==> src/rtl/exec_sequencer.sv <==
// Multi-cycle fetch/decode/execute sequencer for the 8-bit teaching CPU.
// Drives the register file's state, indices and write-back data, and the instruction ROM address.
module exec_sequencer #(
  parameter int unsigned PC_W = 8
) (
  input  logic            clk,
  input  logic            rstn,
  input  logic [31:0]     instr,
  input  logic [7:0]      rsv,
  input  logic [7:0]      rtv,
  output logic [PC_W-1:0] pc,
  output logic [2:0]      state,
  output logic [4:0]      rs,
  output logic [4:0]      rt,
  output logic [4:0]      rd,
  output logic [7:0]      result,
  output logic            instruction_invalid,
  output logic            halted,
  output logic [15:0]     retired
);

  // Encodings shared with the register file; StHalt is deliberately distinct from StOutput.
  typedef enum logic [2:0] {
    StFetch  = 3'd0,
    StDecode = 3'd1,
    StRf     = 3'd2,
    StEx     = 3'd3,
    StWb     = 3'd4,
    StOutput = 3'd5,
    StHalt   = 3'd6
  } state_e;

  localparam logic [5:0] OpRType = 6'h00;
  localparam logic [5:0] OpBeq   = 6'h04;
  localparam logic [5:0] OpAddi  = 6'h08;
  localparam logic [5:0] OpHalt  = 6'h3F;

  localparam logic [5:0] FnAdd = 6'h20;
  localparam logic [5:0] FnSub = 6'h22;
  localparam logic [5:0] FnAnd = 6'h24;
  localparam logic [5:0] FnOr  = 6'h25;
  localparam logic [5:0] FnSlt = 6'h2A;

  state_e          state_q, state_d;
  logic [PC_W-1:0] pc_q, pc_d;
  logic [4:0]      rs_q, rs_d;
  logic [4:0]      rt_q, rt_d;
  logic [4:0]      rd_q, rd_d;
  logic [7:0]      result_q, result_d;
  logic            invalid_q, invalid_d;
  logic            halted_q, halted_d;
  logic [15:0]     retired_q, retired_d;
  logic [5:0]      opcode_q, opcode_d;
  logic [5:0]      funct_q, funct_d;
  logic [7:0]      imm_q, imm_d;

  logic [5:0] instr_op;
  logic [5:0] instr_fn;
  logic       instr_valid;
  logic [7:0] alu_res;
  logic       beq_taken;
  logic       unused_instr;

  assign instr_op     = instr[31:26];
  assign instr_fn     = instr[5:0];
  assign unused_instr = ^instr[10:8];

  always_comb begin
    instr_valid = 1'b0;
    case (instr_op)
      OpRType: begin
        case (instr_fn)
          FnAdd, FnSub, FnAnd, FnOr, FnSlt: instr_valid = 1'b1;
          default:                          instr_valid = 1'b0;
        endcase
      end
      OpBeq, OpAddi, OpHalt: instr_valid = 1'b1;
      default:               instr_valid = 1'b0;
    endcase
  end

  always_comb begin
    alu_res = 8'h00;
    case (opcode_q)
      OpRType: begin
        case (funct_q)
          FnAdd:   alu_res = rsv + rtv;
          FnSub:   alu_res = rsv - rtv;
          FnAnd:   alu_res = rsv & rtv;
          FnOr:    alu_res = rsv | rtv;
          FnSlt:   alu_res = {7'd0, $signed(rsv) < $signed(rtv)};
          default: alu_res = 8'h00;
        endcase
      end
      OpAddi:  alu_res = rsv + imm_q;
      default: alu_res = 8'h00;
    endcase
  end

  assign beq_taken = (opcode_q == OpBeq) && (rsv == rtv);

  always_comb begin
    state_d   = state_q;
    pc_d      = pc_q;
    rs_d      = rs_q;
    rt_d      = rt_q;
    rd_d      = rd_q;
    result_d  = result_q;
    invalid_d = invalid_q;
    halted_d  = halted_q;
    retired_d = retired_q;
    opcode_d  = opcode_q;
    funct_d   = funct_q;
    imm_d     = imm_q;
    unique case (state_q)
      StFetch: state_d = StDecode;
      StDecode: begin
        opcode_d  = instr_op;
        funct_d   = instr_fn;
        imm_d     = instr[7:0];
        rs_d      = instr[25:21];
        rt_d      = instr[20:16];
        rd_d      = (instr_op == OpAddi) ? instr[20:16] : instr[15:11];
        invalid_d = ~instr_valid;
        state_d   = (instr_op == OpHalt) ? StOutput : StRf;
      end
      StRf: state_d = StEx;
      StEx: begin
        state_d  = StWb;
        result_d = invalid_q ? 8'h00 : alu_res;
        // beq must never write the register file.
        if (opcode_q == OpBeq) begin
          rd_d = 5'd0;
        end
        if (beq_taken) begin
          pc_d = pc_q + PC_W'(1) + PC_W'(imm_q);
        end else begin
          pc_d = pc_q + PC_W'(1);
        end
      end
      StWb: begin
        state_d = StFetch;
        if (retired_q != 16'hFFFF) begin
          retired_d = retired_q + 16'd1;
        end
      end
      StOutput: begin
        state_d  = StHalt;
        halted_d = 1'b1;
      end
      StHalt:  state_d = StHalt;
      default: state_d = StFetch;
    endcase
  end

  always_ff @(posedge clk) begin
    if (!rstn) begin
      state_q   <= StFetch;
      pc_q      <= '0;
      rs_q      <= '0;
      rt_q      <= '0;
      rd_q      <= '0;
      result_q  <= '0;
      invalid_q <= 1'b0;
      halted_q  <= 1'b0;
      retired_q <= '0;
      opcode_q  <= '0;
      funct_q   <= '0;
      imm_q     <= '0;
    end else begin
      state_q   <= state_d;
      pc_q      <= pc_d;
      rs_q      <= rs_d;
      rt_q      <= rt_d;
      rd_q      <= rd_d;
      result_q  <= result_d;
      invalid_q <= invalid_d;
      halted_q  <= halted_d;
      retired_q <= retired_d;
      opcode_q  <= opcode_d;
      funct_q   <= funct_d;
      imm_q     <= imm_d;
    end
  end

  assign pc                  = pc_q;
  assign state               = state_q;
  assign rs                  = rs_q;
  assign rt                  = rt_q;
  assign rd                  = rd_q;
  assign result              = result_q;
  assign instruction_invalid = invalid_q;
  assign halted              = halted_q;
  assign retired             = retired_q;

endmodule
==> config.mk <==
export PLATFORM = sky130hd
export DESIGN_NAME = exec_sequencer
export DESIGN_NICKNAME = d
export VERILOG_FILES = /design/src/rtl/exec_sequencer.sv
export SDC_FILE = /design/constraint.sdc
export NUM_CORES = 1
export LEC_CHECK = 0
export BUFFER_PORTS_ARGS = -buffer_cell sky130_fd_sc_hd__buf_2
export CAP_MARGIN = 40
export CORE_UTILIZATION = 50
export CTS_CLUSTER_SIZE = 16
export DETAILED_ROUTE_END_ITERATION = 8
export HOLD_SLACK_MARGIN = 0.06
export PLACE_DENSITY = 0.83
export SLEW_MARGIN = 15
export SYNTH_ARGS = -nofsm -noshare
export SYNTH_HDL_FRONTEND = slang
export SYNTH_SLANG_ARGS = --single-unit
==> constraint.sdc <==
create_clock -name clk -period 5 [get_ports clk]
set_input_delay 1 -clock clk [delete_from_list [all_inputs] [get_ports clk]]
set_output_delay 1 -clock clk [all_outputs]
set_load 0.005 [all_outputs]
==> metrics.txt <==
largest family of logic cells by synthesized area=simple AND/OR/NAND/NOR gates; MaxCap Viol Count=0; Post-Syn Area per Cell=8.21 um2; worst r2r dst=result[7]; clk_lat worst skew=0.35 ns; post-synthesis mux area share=3.16%; Tot Pwr=1.29 mW; Reg-to-Reg Start=funct_q[1]; Net Sw Frac=29.8%; die width=96.6 um; pwr dens=244 nW/um2; HPWL after DPL=8.31 mm; Total Nets Final=730; Area growth syn-to-layout=17.8%; pre-CTS WS=1.63 ns; Final Hold Viols=0; drt via density=5.66; post-route ant nets=0; Mapped Nets=639; area fraction in compound gates after synthesis=20.4%; drt drc=0; Seq. cell area=1320 um2; GRT overflow=0; Worst-Margin Slew=0.967 ns; dominant cell type by area after synthesis=dfxtp_1; Num CTS Buffers=9; Ys Warns=0; first-pass iteration count of the detailed router=5; combinational share of power=19.8%; H-tree levels=3; Critical Path RT=5.28 ns; Max VDD drop=0.164 mV; Worst Path Max Fanout=18; initial drt markers=204; Critical Path End=pc[7]; Synth Area in XOR/XNOR=7.05%; Post-CTS Setup Repair Bufs=0; Seq cells post-synth=66; startpoint types=input port; post-route cell area=5270 um2; placed insts=733; Placement Cell Area=5070 um2; Layout Skew=0.00588 ns; Psw=0.384 mW; total die area=9330 um2; CP startpoint=rsv[1]; core area=8680 um2; # hold bufs at CTS=0; layout cells sized above 1=19.3%; Primary FF master, synth=dfxtp_1; Clk network pwr share=35.6%; Final Non-Filler Cells=749; Layout Utilization=60.8%; initial antenna violation count=0; asr flop ratio synth=0%; total wire length=10.9 mm; Final setup viols=0; post-synth cell types=56; post-synth top area share=29.5%; WL/cell=14.6 um; crit path time final=2.98 ns; vias in the first global route=4102; Worst-path clk slew=0.07 ns; Die Y=96.6 um; initial core utilization=51.6%; Longest Clk Path Bufs=2; Via Count=4236; # fillers=783; final worst slack=2.02 ns; CTS tree=built; outcome=finished clean; most area-consuming cells after synthesis=dfxtp_1 (30%), ha_1 (11%), nand2_1 (7.0%); Leak Pwr=2.56 nW; cells after synthesis=545; Port Buf Inserts=98; RSZ-0062 raised after global routing=false; root buf cell=clkbuf_8; Post-synth EDFFs=0; fmax=336 MHz; period utilization=59.6%; flop2flop setup slack=2.08 ns; post-synthesis sequential area ratio=29.5%; RePlAce Congestion=0.921; nature of the critical path endpoint=flip-flop; Slew HR=34.9%; Crit Path Class=in2reg; HP Class=reg2reg; row cnt=34; I/O pins=102; R2R cell count=8; CTS Sinks=66; largest net degree at the start of global routing=51; post-synthesis simple-gate area fraction=22.6%; Final Slew Violations=0; multi-input logic area=2960 um2; Reg power frac=44.6%; # diodes=0; post-cts resize count=0; Post-Syn Area=4480 um2; adder-cell share of the synthesized area=13.0%; Total Routing Usage GR=23.9%; Setup Total Neg Slack=0 ns; hold_ws=0.466 ns; global-route wire length before repair=18.4 mm; Pint=0.903 mW; crit path DAT=3.26 ns
## cells in the final DEF, fill, tap and decap left out, types with 4 or more instances in the layout
cell / Yosys / routed
a21boi_0: 27 / 27
a21o_1: 9 / 9
a21oi_1: 28 / 28
a32oi_1: 5 / 5
and2_1: 22 / 22
and3_1: 9 / 9
and4_1: 5 / 5
buf_2: 2 / 98
clkbuf_8: 0 / 10
dfxtp_1: 66 / 66
fa_1: 4 / 4
ha_1: 40 / 40
inv_1: 30 / 30
mux2i_1: 13 / 13
nand2_1: 83 / 83
nand2b_1: 6 / 6
nand3_1: 17 / 17
nand4_1: 6 / 6
nor2_1: 18 / 18
nor2b_1: 9 / 9
nor3_1: 5 / 5
nor4_1: 5 / 5
o211ai_1: 5 / 5
o21ai_0: 27 / 27
o21bai_1: 6 / 6
xnor2_1: 21 / 21
xor2_1: 15 / 15
## worst min-delay path by stage
| stage | from | to | slack, ns | depth (start not counted) |
|---|---|---|---|---|
| final | rs[3] | rs[3] | 0.47 | 2 |
| after global routing | rt[0] | rt[0] | 0.49 | 2 |
| after CTS | rt[3] | rt[3] | 0.47 | 2 |
| after detailed placement | rt[3] | rt[3] | 0.46 | 2 |
| after global placement | rt[3] | rt[3] | 0.45 | 2 |
| after floorplan | opcode_q[0] | opcode_q[0] | 0.46 | 2 |
## layer usage
layer	track usage [%]	part of all wire [%]
met3	5.78	5.7
met2	40.7	48
met1	29.4	45
met5	0	0
met4	7.92	1.6
## cells in the mapped netlist (4+ instances only)
cell type	n
nor3_1	5
and2_1	22
and3_1	9
a21oi_1	28
dfxtp_1	66
ha_1	40
o21ai_0	27
a21boi_0	27
nand3_1	17
nor2b_1	9
and4_1	5
a21o_1	9
a32oi_1	5
mux2i_1	13
nand2b_1	6
nor2_1	18
xnor2_1	21
o211ai_1	5
nand2_1	83
clkbuf_1	19
fa_1	4
nor4_1	5
xor2_1	15
nand4_1	6
o21bai_1	6
inv_1	30
## sequential cells by signal, summed over array words and instances, names as in the netlist
register             count
funct_q                  5
halted                   1
imm_q                    3
instruction_invalid      1
opcode_q                 6
pc                       8
rd                       5
result                   8
retired                 16
rs                       5
rt                       5
state                    3
## logic make-up after synthesis
kind of cell,count (synthesis)
AOI/OAI and AO/OA,135
muxes,14
xor gates and xnor gates,36
adders and majority gates,44
DFF,66
buffers and inverters,51
and+or+nand+nor,199
## power by group through the flow
stage	clock network, mW	registers, mW	logic [mW]
6_report	0.458	0.574	0.255
5_1_grt	0.491	0.577	0.288
4_1_cts	0.467	0.573	0.254
3_5_place_dp	0	0.585	0.253
3_3_place_gp	0	0.583	0.237
2_1_floorplan	0	0.577	0.170
## area by class of cell
type | instances | area share, %
clock buffers | 10 | 2.61
inverters | 30 | 2.14
clock inverters | 6 | 1.26
multi-input cells | 428 | 56.1
repair buffers | 101 | 10.2
flip-flops and latches | 66 | 25.1
well taps | 108 | 2.56
## worst max-delay path: stages
cell     delay (ns)
buf_2          0.19
inv_1          0.07
ha_1           0.33
nor4_1         0.54
nand3_2        0.39
nor2_1         0.20
mux2i_1        0.12
mux2i_1        0.20
mux2i_1        0.20
No activity file was read; power rests on OpenSTA's default activity.
